**src/rtl/pwm_bank.sv**
```systemverilog
// Eight-channel PWM bank sharing one prescaled counter.
// Optional macro PWM_SHADOW_EN: channel fields are latched per period instead of used live.
module pwm_bank #(
   parameter int unsigned CNT_W    = 8,
   parameter int unsigned PRESCALE = 4
) (
   input  logic             clk,
   input  logic             rst,
   input  logic [15:0]      pwm_reg0,
   input  logic [15:0]      pwm_reg1,
   input  logic [15:0]      pwm_reg2,
   input  logic [15:0]      pwm_reg3,
   input  logic [15:0]      pwm_reg4,
   input  logic [15:0]      pwm_reg5,
   input  logic [15:0]      pwm_reg6,
   input  logic [15:0]      pwm_reg7,
   input  logic             sync_clr,
   output logic [7:0]       pwm_out,
   output logic             period_start,
   output logic [CNT_W-1:0] cnt_out
);

   localparam int unsigned PS_W = (PRESCALE > 1) ? $clog2(PRESCALE) : 1;

   logic [15:0]      w_reg [8];
   logic [7:0]       w_en;
   logic [7:0]       w_inv;
   logic [CNT_W-1:0] w_duty [8];

   logic [7:0]       w_cmp_en;
   logic [7:0]       w_cmp_inv;
   logic [CNT_W-1:0] w_cmp_duty [8];

   logic [PS_W-1:0]  r_presc;
   logic [CNT_W-1:0] r_cnt;
   logic             r_period_start;
   logic [7:0]       r_pwm;

   logic             w_tick;
   logic             w_wrap;
   logic             w_unused_bits;

   assign w_reg[0] = pwm_reg0;
   assign w_reg[1] = pwm_reg1;
   assign w_reg[2] = pwm_reg2;
   assign w_reg[3] = pwm_reg3;
   assign w_reg[4] = pwm_reg4;
   assign w_reg[5] = pwm_reg5;
   assign w_reg[6] = pwm_reg6;
   assign w_reg[7] = pwm_reg7;

   // Bits between the duty field and the control bits carry no meaning.
   assign w_unused_bits = ^{pwm_reg0, pwm_reg1, pwm_reg2, pwm_reg3,
                            pwm_reg4, pwm_reg5, pwm_reg6, pwm_reg7};

   always_comb begin
      w_en  = '0;
      w_inv = '0;
      for (int unsigned n = 0; n < 8; n++) begin
         w_en[n]   = w_reg[n][15];
         w_inv[n]  = w_reg[n][14];
         w_duty[n] = w_reg[n][CNT_W-1:0];
      end
   end

   assign w_tick = (r_presc == PS_W'(PRESCALE - 1));
   assign w_wrap = w_tick && (r_cnt == '1);

   always_ff @(posedge clk) begin
      if (rst) begin
         r_presc        <= '0;
         r_cnt          <= '0;
         r_period_start <= 1'b0;
      end else if (sync_clr) begin
         r_presc        <= '0;
         r_cnt          <= '0;
         r_period_start <= 1'b1;
      end else begin
         r_period_start <= w_wrap;
         if (w_tick) begin
            r_presc <= '0;
            r_cnt   <= r_cnt + CNT_W'(1);
         end else begin
            r_presc <= r_presc + PS_W'(1);
         end
      end
   end

`ifdef PWM_SHADOW_EN
   logic             r_first;
   logic [7:0]       r_sh_en;
   logic [7:0]       r_sh_inv;
   logic [CNT_W-1:0] r_sh_duty [8];

   always_ff @(posedge clk) begin
      if (rst) begin
         r_first  <= 1'b1;
         r_sh_en  <= '0;
         r_sh_inv <= '0;
         for (int unsigned n = 0; n < 8; n++) r_sh_duty[n] <= '0;
      end else begin
         r_first <= 1'b0;
         if (r_first || sync_clr || w_wrap) begin
            r_sh_en  <= w_en;
            r_sh_inv <= w_inv;
            for (int unsigned n = 0; n < 8; n++) r_sh_duty[n] <= w_duty[n];
         end
      end
   end

   // Shadows are still zero in the first cycle after reset, so that
   // cycle compares against the live fields it is about to capture.
   always_comb begin
      w_cmp_en  = r_first ? w_en  : r_sh_en;
      w_cmp_inv = r_first ? w_inv : r_sh_inv;
      for (int unsigned n = 0; n < 8; n++)
         w_cmp_duty[n] = r_first ? w_duty[n] : r_sh_duty[n];
   end
`else
   always_comb begin
      w_cmp_en  = w_en;
      w_cmp_inv = w_inv;
      for (int unsigned n = 0; n < 8; n++) w_cmp_duty[n] = w_duty[n];
   end
`endif

   always_ff @(posedge clk) begin
      if (rst) begin
         r_pwm <= '0;
      end else begin
         for (int unsigned n = 0; n < 8; n++)
            r_pwm[n] <= w_cmp_en[n] & ((r_cnt < w_cmp_duty[n]) ^ w_cmp_inv[n]);
      end
   end

   assign pwm_out      = r_pwm;
   assign period_start = r_period_start;
   assign cnt_out      = r_cnt;

endmodule

```
**config.mk**
```make
export PLATFORM = sky130hd
export DESIGN_NAME = pwm_bank
export DESIGN_NICKNAME = d
export VERILOG_FILES = /design/src/rtl/pwm_bank.sv
export SDC_FILE = /design/constraint.sdc
export NUM_CORES = 1
export LEC_CHECK = 0
export ABC_AREA = 1
export CAP_MARGIN = 0
export CORE_ASPECT_RATIO = 1.25
export CORE_UTILIZATION = 30
export CTS_CLUSTER_DIAMETER = 50
export DETAILED_ROUTE_END_ITERATION = 12
export GPL_TIMING_DRIVEN = 0
export HOLD_SLACK_MARGIN = 0.06
export PLACE_DENSITY = 0.71
export RECOVER_POWER = 50
export SETUP_SLACK_MARGIN = 0.15
export SYNTH_ARGS = -nofsm -noshare
export SYNTH_HDL_FRONTEND = slang
export SYNTH_SLANG_ARGS = --single-unit
```
**constraint.sdc**
```tcl
create_clock -name clk -period 1.4 [get_ports clk]
set_input_delay 0.35 -clock clk [delete_from_list [all_inputs] [get_ports clk]]
set_output_delay 0.35 -clock clk [all_outputs]
set_load 0.02 [all_outputs]
```
==> results.cfg, run 1 <==
[status]
status = complete, but fails checks
violations = setup timing

[route]
wl_um = 7450
drt_first_pass_iters = 4
via_count = 2704
ant_nets = 0
drt_iter0_drc = 60
wl_per_cell_um = 12.8
viasPerCell = 4.65
route.detailed.drc = 0

[timing]
finClkSkew_ns = 0.00335
fin_crit_ns = 1.42
rsz0062_at_grt = true
fmax_mhz = 704
max_slew.worst_pin.slew_ns = 0.298
finalCritPeriodShare_pct = 101
setup_slack_ns = -0.0206
setup-violations-final = 1
slew_viol_final = 0
finalHoldViolations = 0
timing.hold.ws_ns = 0.429
slew-limit-headroom_pct = 80.2

[global_route]
grt_max_degree = 13
grt_usage_pct = 17.3
antenna_found_initial = 0
grt_pass1_vias = 2528
grt_overflow_total = 0
grt_pass1_wl_um = 10900

[min_path]
min_path_cells = 2
worstHoldEndpoint = period_start
worstHoldPathType = input pin to flip-flop
min-delay-start = rst

[logic_synthesis]
synthFlopType = dfxtp_1
synth_top_area_share_pct = 31.5
synth.distinct_cells = 21
synth_common_cells = 90 x nand2_1, 86 x inv_1, 58 x ha_1
synthArstFlopShare_pct = 0
syn-cell-area_mm2 = 0.00231
ys_warn_count = 0
synth_seq_area_share_pct = 16.5
yosysTopAreaCell = ha_1
synth_cells = 357
synth.most_common_cell = nand2_1
synth-edff-count = 0
synthTopCellsByArea = ha_1 31%, dfxtp_1 16%, nand2_1 15%, inv_1 14%, a21oi_1 7.6%
syn_nets = 546
syn_area_per_cell_um2 = 6.46
ys_seq_elements = 19

[final_layout]
fillers = 675
layout.nets = 680
synthToLayoutAreaGrowth_pct = 94.1
diodes = 0
drive_gt1_share_pct = 41.4

[worst_setup_path]
worstPathMaxFanout = 9
crit_arrival_ns = 1.58
end_kind = flip-flop
crit_required_ns = 1.56
reg2reg_depth = 7
critPathLaunchType = flip-flop
rrSetupSlack_ns = -0.02
r2r-start = cnt_out[7]
criticalPathCategory = flip-flop to flip-flop
r2r_end = pwm_out[1]

[pwr]
switching_share_pct = 30.2
p_comb_share_pct = 35.1
total_power_mw = 1.47
p_per_area_mw_per_mm2 = 328
p_sw_uw = 444
power_frac_seq_pct = 37.2
p_clk_share_pct = 27.7
intPower_mw = 1.02
ir_drop_v = 0.000291
leakage_nw = 2.25

[place]
numPortBuffers = 98
gp_congestion = 0.735
dp_hpwl_um = 4660
dp_slack_ns = -0.396

[floorplan]
fp.dieArea_mm2 = 0.00805
die_x_um = 80.4
pin_count = 148
die_h_um = 100
coreArea_mm2 = 0.00740
initial_core_util_pct = 31.2
row_count = 35

[clock_tree]
cts_max_path_buffers = 2
cts.sinks = 19
h-tree-depth = 1
cts_root_buffer = clkbuf_8
numCtsBuffers = 3
hold_buffers = 0
worstSkewPairLatency_ns = 0.26
clk_pin_slew_worst_paths_ns = 0.08
cts_tree = done

[run]
cap_violations = 0
-- routing by layer --
metal,GRT usage [%],wire length [um],vias up
met5,0,0,-
met4,4.67,145,0
met3,0.636,278,14
met2,34.1,4090,86
met1,19.7,2940,1234
li1,-,-,1370
-- layout make-up --
| type | count | area (um^2) | area share, % |
|---|---|---|---|
| Buffer | 2 | 16.3 | 0.363 |
| Clock buffer | 3 | 41.3 | 0.922 |
| Clock inverter | 1 | 6.26 | 0.140 |
| Inverter | 88 | 330 | 7.37 |
| Multi-Input combinational cell | 248 | 2330 | 52.0 |
| Sequential cell | 19 | 413 | 9.22 |
| Tap cell | 92 | 115 | 2.57 |
| Timing Repair Buffer | 129 | 1230 | 27.4 |
-- power by group through the flow --
stage	combinational [mW]	sequential (mW)	clock, mW
floorplan	0.160	0.578	0
global placement	0.449	0.564	0
detailed placement	0.460	0.564	0
CTS	0.486	0.545	0.426
global route	0.572	0.546	0.441
finish	0.515	0.545	0.407
-- timing repair --
action,CTS,global route
setup endpoints to repair,28,23
buffers inserted,25,6
gates resized for setup,199,66
pin swaps,148,45
-- worst max path at each step --
stage | from | end | slack, ns | depth (start not counted)
2_1_floorplan | cnt_out[0] | period_start | 0.13 | 7
3_3_place_gp | pwm_reg0[3] | pwm_out[0] | -0.34 | 9
3_5_place_dp | pwm_reg1[3] | pwm_out[1] | -0.40 | 9
4_1_cts | cnt_out[1] | pwm_out[6] | 0.02 | 9
5_1_grt | cnt_out[7] | pwm_out[1] | -0.07 | 7
6_report | cnt_out[7] | pwm_out[1] | -0.02 | 7
-- cell families after synthesis --
kind of cell / count (synthesis) / share of synthesized area, %
simple gates: 144 / 26.0
buf+inv: 90 / 15.0
fa+ha+maj: 58 / 31.5
compound gates: 46 / 11.0
flops: 19 / 16.5
-- metrics by stage --
step,std cells,TNS (ns),cell area (um^2),utilization (%)
2_1_floorplan,357,0,2340,-
3_3_place_gp,547,-3.11,3440,46.5
3_5_place_dp,547,-3.44,3440,46.5
4_1_cts,576,0,4280,57.8
5_1_grt,582,-0.400,4480,60.5
6_report,582,-0.0206,4480,60.5
-- flip-flops by register name (all words and copies together) (netlist names) --
register	count
period_start	1
pwm_out	8
r_presc	2
cnt_out	8
-- worst max-delay path, cell delays in order (launching register included) --
cell and delay, ns:
dfxtp_4 0.39, buf_4 0.15, ha_4 0.24, a21oi_2 0.14, o21a_1 0.21, nand3_2 0.07, nand2_1 0.08, nor2_1 0.04
-- cells in the final DEF (no fill, tap or decap), types with 3 or more instances in the layout --
cell             instances
nor2_1                  28
inv_1                   60
buf_2                    4
clkbuf_1                 7
nand3_2                 10
clkdlybuf4s50_1         30
ha_4                    39
nor2_4                   3
a21oi_2                 26
dlygate4sd2_1           45
clkbuf_8                 3
buf_6                    4
ha_1                    18
nand2_1                 59
buf_12                   9
inv_2                   28
dfxtp_4                  8
nor2_2                   7
dlymetal6s2s_1           5
a21oi_1                 10
dfxtp_1                  9
o21a_1                   8
clkdlybuf4s15_1          3
nand2_4                  3
buf_4                   22
nand2_2                 30
(Power assumes the default switching activity.)
==> run 2, diff against run 1 <==
CAP_MARGIN = 10   (was 0)
==> results of run 2 <==
Final layout, timing and power as in run 1 (identical DEF).
==> run 3, diff against run 2 <==
PLACE_DENSITY = 0.68   (was 0.71)
SLEW_MARGIN = 10   (was not set)
clock period = 1.48 ns   (was 1.4 ns; I/O delays follow)
==> run 3 against run 2 <==
- the run now ends clean
- non-clock buffer count fell by 1
- global-route usage rose by 0.17 points
- sequential share of layout area hardly changed
- clock skew increased by 0.0046 ns
- power fell by 5.8%
- sequential power down 5.3%
- worst hold slack improved by 0.015 ns
- setup slack better by 0.10 ns
- cell count decreased by 0.17%
- clock power is 7.4% lower
- critical path depth is 1 higher
- combinational power down 5.0%
==> results.cfg, run 3 (same netlist as run 1, synthesis figures left out) <==
[status]
status = completed

[clock_tree]
cts_max_path_buffers = 2
worstSkewPairLatency_ns = 0.26
h-tree-depth = 1
cts_tree = done
numCtsBuffers = 3
cts.sinks = 19
cts_root_buffer = clkbuf_8
clk_pin_slew_worst_paths_ns = 0.08
hold_buffers = 0

[global_route]
grt_usage_pct = 17.5
antenna_found_initial = 0
grt_overflow_total = 0
grt_max_degree = 12
grt_pass1_vias = 2620
grt_pass1_wl_um = 11100

[pwr]
ir_drop_v = 0.000225
p_per_area_mw_per_mm2 = 308
leakage_nw = 2.28

[worst_setup_path]
critPathLaunchType = input pin
worstPathMaxFanout = 2
crit_path_max_incr_delay_ns = 0.45
crit_arrival_ns = 1.56
crit_required_ns = 1.64
slowest_stage = clkdlybuf4s50_1
end_kind = flip-flop
rrSetupSlack_ns = 0.09
path_cells = clkdlybuf4s50_1 -> inv_1 -> ha_1 -> nand2_1 -> nor2_2 -> nand2_2 -> a21oi_2 -> nor2_1
criticalPathCategory = input pin to flip-flop

[timing]
max_slew.worst_pin.slew_ns = 0.313
rsz0062_at_grt = true
finalHoldViolations = 0
fin_crit_ns = 1.40
fmax_mhz = 714
slew_viol_final = 0
slew-limit-headroom_pct = 79.1
setup-violations-final = 0
final.setup.tns_ns = 0
finClkSkew_ns = 0.00798
finalCritPeriodShare_pct = 94.7

[run]
cap_violations = 0

[final_layout]
post-route-util_pct = 60.6
multiInputGateArea_mm2 = 0.00234
layout.nets = 679
fillers = 668
synthToLayoutAreaGrowth_pct = 94.5
fin_cells = 581
seqCellArea_um2 = 413
layout_common_cells = 58 x inv_1, 58 x dlygate4sd2_1, 55 x nand2_1, 40 x ha_4, 35 x nand2_2
diodes = 0
drive_gt1_share_pct = 42.1

[route]
viasPerCell = 4.59
wl_per_cell_um = 12.9
drt_first_pass_iters = 4
via_count = 2664
ant_nets = 0
route.detailed.drc = 0
wl_um = 7490
drt_iter0_drc = 38

[min_path]
worstHoldPathType = input pin to flip-flop

[place]
dp_cells = 547
dp_hpwl_um = 4580
gp_congestion = 0.717
numPortBuffers = 98

[floorplan]
die_x_um = 80.4
coreArea_mm2 = 0.00740
row_count = 35
pin_count = 148
die_h_um = 100
initial_core_util_pct = 31.2
fp.dieArea_mm2 = 0.00805
run 3: repair_timing:
item	4_1_cts	5_1_grt
setup buffers	23	7
hold endpoints to repair	0	0
setup endpoints to repair	28	17
resized for setup	180	98
pin swaps	149	55
run 3: critical path: cells and delay by family:
kind,cells,cell delay (ns)
buffers and inverters,2,0.49
AND/OR/NAND/NOR,4,0.31
AO/OA/AOI/OAI,1,0.12
adder cells (fa/ha/maj),1,0.27
run 3: area by class of cell:
class	instances	area share (%)
multi-input cells	248	52.2
plain buffers	2	0.362
well taps	92	2.56
clock buffers	3	0.920
flip-flops and latches	19	9.20
repair buffers	128	27.2
inverters	88	7.36
clock inverters	1	0.112
run 3: final timing paths:
check | cells past startpoint | startpoint | end
hold / removal | 2 | rst | period_start
hold reg to reg | 1 | r_presc[0] | r_presc[0]
setup reg to reg | 9 | cnt_out[3] | pwm_out[2]
setup / recovery | 8 | pwm_reg0[4] | pwm_out[0]
run 3: per-layer routing:
layer / routed length [um] / share of wire (%) / GRT usage, % / vias to the layer above
met5: 0 / 0 / 0 / -
met1: 2890 / 39 / 19.2 / 1212
met3: 243 / 3.2 / 1.09 / 13
met4: 123 / 1.6 / 4.40 / 0
li1: - / - / - / 1372
met2: 4240 / 57 / 35.1 / 67
run 3: per-stage QoR:
stage	total power [mW]	hold slack (ns)	cell area, um^2	setup slack (ns)
final	1.38	0.444	4490	0.0792
after global routing	1.48	0.446	4490	0.00641
after CTS	1.35	0.435	4110	0.0785
after detailed placement	0.973	0.423	3410	-0.324
after global placement	0.964	0.414	3410	-0.290
after floorplan	0.705	0.404	2320	0.149
run 3: where the power goes:
part           leakage (nW)  switching, mW  internal [mW]
clock network        0.0255          0.190          0.188
logic                  2.09          0.222          0.267
registers             0.162        0.00571          0.510
